`src/rtl/axil_slave_regfile.sv`:
```
// axil_slave_regfile: AXI-Lite register file responder; define AXIL_SLAVE_SLVERR_EN to return SLVERR on out-of-range index instead of wrapping
module axil_slave_regfile #(
  parameter int DATA_WIDTH = 32,
  parameter int ADDR_WIDTH = 8,
  parameter int NUM_REGS   = 32
) (
  input  logic                    clk,
  input  logic                    rst,
  input  logic [ADDR_WIDTH-1:0]   awaddr,
  input  logic                    awvalid,
  output logic                    awready,
  input  logic [DATA_WIDTH-1:0]   wdata,
  input  logic [DATA_WIDTH/8-1:0] wstrb,
  input  logic                    wvalid,
  output logic                    wready,
  output logic [1:0]              bresp,
  output logic                    bvalid,
  input  logic                    bready,
  input  logic [ADDR_WIDTH-1:0]   araddr,
  input  logic                    arvalid,
  output logic                    arready,
  output logic [DATA_WIDTH-1:0]   rdata,
  output logic [1:0]              rresp,
  output logic                    rvalid,
  input  logic                    rready
);
  localparam int IW = $clog2(NUM_REGS);
  localparam int XW = ADDR_WIDTH - 2;
`ifdef AXIL_SLAVE_SLVERR_EN
  localparam bit SLVERR = 1'b1;
`else
  localparam bit SLVERR = 1'b0;
`endif
  typedef enum logic {R_IDLE, R_DATA} r_state_t;
  r_state_t r_state, r_next;
  logic en, aw_done, w_done;
  logic [XW-1:0] aw_idx, ar_idx;
  logic [DATA_WIDTH-1:0] w_data;
  logic [DATA_WIDTH/8-1:0] w_strb;
  logic [DATA_WIDTH-1:0] regs [NUM_REGS];
  logic aw_hs, w_hs, b_hs, ar_hs, r_hs, commit, w_ok, r_ok;
  logic unused_ok;
  assign awready = en & ~aw_done & ~bvalid;
  assign wready  = en & ~w_done & ~bvalid;
  assign arready = en & (r_state == R_IDLE);
  assign rvalid  = r_state == R_DATA;
  assign aw_hs   = awvalid & awready;
  assign w_hs    = wvalid & wready;
  assign b_hs    = bvalid & bready;
  assign ar_hs   = arvalid & arready;
  assign r_hs    = rvalid & rready;
  assign commit  = aw_done & w_done & ~bvalid;
  assign ar_idx  = araddr[ADDR_WIDTH-1:2];
  assign w_ok    = ~(SLVERR & ((aw_idx >> IW) != '0));
  assign r_ok    = ~(SLVERR & ((ar_idx >> IW) != '0));
  assign unused_ok = ^{awaddr[1:0], araddr[1:0]};
  always_comb begin
    r_next = (r_state == R_IDLE) ? (ar_hs ? R_DATA : R_IDLE) : (r_hs ? R_IDLE : R_DATA);
  end
  always_ff @(posedge clk) begin
    if (rst) r_state <= R_IDLE;
    else     r_state <= r_next;
  end
  always_ff @(posedge clk) begin
    if (rst) begin
      en      <= 1'b0;
      aw_done <= 1'b0;
      w_done  <= 1'b0;
      aw_idx  <= '0;
      w_data  <= '0;
      w_strb  <= '0;
      bvalid  <= 1'b0;
      bresp   <= 2'b00;
      rdata   <= '0;
      rresp   <= 2'b00;
      for (int i = 0; i < NUM_REGS; i++) regs[i] <= '0;
    end else begin
      en <= 1'b1;
      if (aw_hs) begin
        aw_done <= 1'b1;
        aw_idx  <= awaddr[ADDR_WIDTH-1:2];
      end
      if (w_hs) begin
        w_done <= 1'b1;
        w_data <= wdata;
        w_strb <= wstrb;
      end
      if (commit) begin
        bvalid <= 1'b1;
        bresp  <= w_ok ? 2'b00 : 2'b10;
        for (int b = 0; b < DATA_WIDTH/8; b++)
          if (w_ok & w_strb[b]) regs[aw_idx[IW-1:0]][8*b +: 8] <= w_data[8*b +: 8];
      end
      if (b_hs) begin
        bvalid  <= 1'b0;
        aw_done <= 1'b0;
        w_done  <= 1'b0;
      end
      if (ar_hs) begin
        rdata <= r_ok ? regs[ar_idx[IW-1:0]] : '0;
        rresp <= r_ok ? 2'b00 : 2'b10;
      end
    end
  end
endmodule

```
`config.mk`:
```
export PLATFORM = sky130hd
export DESIGN_NAME = axil_slave_regfile
export DESIGN_NICKNAME = d
export VERILOG_FILES = /design/src/rtl/axil_slave_regfile.sv
export SDC_FILE = /design/constraint.sdc
export NUM_CORES = 2
export LEC_CHECK = 0
export CORE_MARGIN = 4
export CORE_UTILIZATION = 50
export DETAILED_ROUTE_END_ITERATION = 10
export GPL_TIMING_DRIVEN = 0
export PLACE_DENSITY = 0.66
export SLEW_MARGIN = 25
export SYNTH_ARGS = -nofsm -noshare
export SYNTH_HDL_FRONTEND = slang
export SYNTH_SLANG_ARGS = --single-unit
export TNS_END_PERCENT = 50
```
`constraint.sdc`:
```
create_clock -name clk -period 3.4 [get_ports clk]
set_clock_uncertainty 0.15 [all_clocks]
set_input_delay 0.68 -clock clk [delete_from_list [all_inputs] [get_ports clk]]
set_output_delay 0.68 -clock clk [all_outputs]
set_load 0.02 [all_outputs]
```
After elaboration in Yosys (flattened, before gate mapping)
Memories as Yosys holds them, arrays and structs flattened. A register that Yosys moved wholly into a read port is not among the register bits.
Index checks and enable logic that the tools add are counted.
- muxes and demuxes: 25
- reduce and logical (&&, ||, !) cells: 2
- bitwise logic cells: 16
- operator list (cell ; count):
    32-bit two-way mux ; 1
    32-bit OR reduction ; 1
    1-bit two-way mux ; 22
    1-bit AND ; 12
    5-bit two-way mux ; 1
    4-bit two-way mux ; 1
    1-bit inverter ; 4
    2-bit OR reduction ; 1
- input port bits: 59
- memories: 1
- bits in registers: 46
- memory bits (writable): 1024
- output and inout port bits: 41
- word-level logic and storage cells: 52
- memories (name ; depth ; width ; read ports ; clocked after memory_dff ; wr ports ; line ; source):
    regs ; 32 ; 32 ; 1 ; 1 ; 32 ; 40 ; logic [DATA_WIDTH-1:0] regs [NUM_REGS];

Longest topological paths before layout
- depth after elaboration: 7
- depth in mapped cells: 8
- mapped depth without buffers: 5

Worst setup path after synthesis
Ideal clock, no wire load.
- path kind: input to register
- start point: in rst
- end point: mem regs[19][0] (enable)
- slack: 0.575 ns
- setup time: 0.384 ns
- required time: 2.866 ns
- buffers on the path: 2
- arrival: 2.291 ns
- stages: 5
- path through: clkbuf_1 > nor3_1 > nand2_1 > clkbuf_1 > o21ai_0
- RTL lines (what ; line ; source):
    from (decl) ; 8 ; input logic rst,
    to (decl) ; 40 ;

==> metrics.cfg <==
[status]
outcome = finished with violations
violations = setup timing

[power]
peakVddDrop_mv = 0.3882
power_mw = 30.40
netSwitchingFraction = 0.2409
seqPwrFrac = 0.508
p_clk_frac = 0.411
combPwrFrac = 0.081
p_leak_nw = 21.33
p_sw_mw = 7.321
powerDensity_nw_per_um2 = 534.6
p_int_mw = 23.08

[worst_hold_path]
hold_path.class = flop to flop
hp-start = w_strb[2]

[die]
die_h_um = 325.6
row_count = 116
core_um2 = 100100
ios = 100
die-area_um2 = 106000
start_util = 0.5037
die_w_um = 325.6

[placement]
gp_congestion = 0.9360
dp_hpwl_mm = 121.6
numPortBuffers = 87

[yosys]
synth_top_area_share = 0.6096
syn_avg_cell_area_um2 = 13.06
synth.area.mux_share = 0.1028
synth_top_family_by_area = simple AND/OR/NAND/NOR gates
synth_compound_area_frac = 0.07391
synth_area_um2 = 50440
yosysTopAreaCell = edfxtp_1
synth_seq_cells = 1102
yosysUniqueCellTypes = 28
ys_warn_count = 0
synthXorXnorAreaFrac = 0
yosys.area_share.adder = 0
seq_area_frac_synth = 0.6405
syn-instance-count = 3862
yosys.area_share.simple = 0.1534
synthTopCellsByArea = edfxtp_1 (61%), and2_1 (13%), mux2i_1 (10%)

[sta]
worst_slack_ns = -0.1608
fin_crit_sh = 1.047
finalHoldViolations = 0
maxSlewViolCount = 0
fin_crit_ns = 3.561
final.setup.tns_ns = -8.945
setup_viol = 145
tightest_slew_ns = 1.341
rsz0062_at_grt = yes
fmax_ghz = 0.2808
relSlewSlack = 0.1059

[detailed_routing]
routedWlPerCell_um = 31.88
first_iter_violations = 4865
drt_first_pass_iters = 7
postRouteAntennaNets = 0
vias = 34040
drc = 0
via_per_inst = 6.224
wl_mm = 174.4

[cts]
cts_hold_buf = 0
cts_setup_buffers = 0
clkSlewWorstSetupHoldPaths_ns = 0.06
worstSkewPairLatency_ns = 0.71
cts_root_buf = clkbuf_16
tritoncts = done
clkSinkCount = 1102
htreeDepth = 3
numCtsBuffers = 115
clk_path_buf_depth = 3

[finish]
fin_nets = 4136
multi_input_area_um2 = 16770
layout-drive-gt1-share = 0.07074
final-seq-area_um2 = 32310
layout_common_cells = and2_1 (1029), edfxtp_1 (1024), mux2i_1 (517)
area_growth_pct = 12.71
fillers = 8188
layout_commonest_cell = and2_1

[critical_path]
critPathLaunch = rst
worstSetupPathType = primary input to flop
crit_path_end_kind = flop
cp.required_ns = 3.52
worstPathMaxFanout = 10
rr_startpoint = aw_idx[1]
cp_data_arrival_time_ns = 3.68
startpoint_type = primary input

[global_routing]
grt_max_degree = 15
grt_usage = 0.3216
grt_pass1_wl_mm = 240.0
grt_pass1_vias = 32565
antenna_found_initial = 7
grt.overflow.total = 0

[run]
max_cap_viol_count = 0

[stage by stage]
| stage | utilization | hold WS, ns | cell area [um2] | cells | setup WS [ns] |
|---|---|---|---|---|---|
| after floorplan | - | 0.2866 | 50460 | 3865 | 0.5750 |
| after global placement | 0.5287 | 0.2991 | 52950 | 5250 | -1.866 |
| after detailed placement | 0.5301 | 0.3037 | 53080 | 5258 | -0.9527 |
| after CTS | 0.5671 | 0.3120 | 56790 | 5468 | -0.1543 |
| after global routing | 0.5677 | 0.3382 | 56860 | 5468 | -0.03539 |
| final | 0.5678 | 0.3132 | 56860 | 5469 | -0.1608 |
[layout make-up]
cell class,instances,area share
clock buffers,154,0.05605
repair buffers,95,0.01708
well taps,1298,0.02856
multi-input cells,2468,0.2949
inverters,2,0.0001320
clock inverters,56,0.008384
diodes,1,0.00004401
plain buffers,293,0.02660
flip-flops and latches,1102,0.5683
[repair_timing]
action	in CTS	in global routing
setup endpoints to repair	249	147
gates cloned	0	0
endpoints found under the hold margin	0	0
resized for setup	21	31
[cells in the mapped netlist, drive strengths merged]
master and instances:
mux2i 517, or2 1, inv 2, nor2 140
o21ai 160, nor2b 5, conb 1, buf 68
o21a 2, mux2 1, nor3 2, a22oi 256
edfxtp 1024, nand2b 3, and2 1029, a21oi 198
dfxtp 78, and3 1, clkbuf 225, and3b 2
or4 32, nor3b 3, nand2 112
[routing by layer]
layer | vias up | global-route usage | routed length, um
li1 | 14420 | - | -
met4 | 2 | 0.1878 | 12710
met2 | 2252 | 0.4721 | 74490
met1 | 16828 | 0.4267 | 65110
met3 | 538 | 0.09402 | 22050
met5 | - | 0 | 15
[critical path, cell delays in order]
cell,delay [ns]
clkbuf_2,0.36
inv_1,0.43
clkbuf_1,0.43
clkbuf_1,1.03
o21ai_1,0.70
[final timing paths]
path	end	slack, ns	cells after the start
max	regs[14][5]	-0.16	5
min	w_strb[2]	0.31	2
max reg2reg	regs[19][6]	-0.03	4
min reg2reg	w_strb[2]	0.31	2
[power groups by stage]
stage | combinational (mW) | clock, mW | sequential [mW]
detailed placement | 2.38 | 0 | 15.7
finish | 2.47 | 12.5 | 15.4
floorplan | 1.23 | 0 | 15.7
global placement | 2.33 | 0 | 15.7
global route | 2.52 | 13.0 | 15.5
CTS | 2.39 | 12.4 | 15.4
[registers in the layout, summed over array words and instances (netlist names)]
name     cells
regs      1024
rdata       32
w_data      32
aw_idx       5
w_strb       4
aw_done      1
bvalid       1
en           1
rvalid       1
w_done       1
[logic make-up (layout without fill, tap and decap cells)]
family	after synthesis	count (layout)
simple gates	1330	1330
flops	1102	1102
compound gates	616	616
mux	518	518
buf+inv	295	600
other cells	1	5
Power figures use the tool's default switching activity.
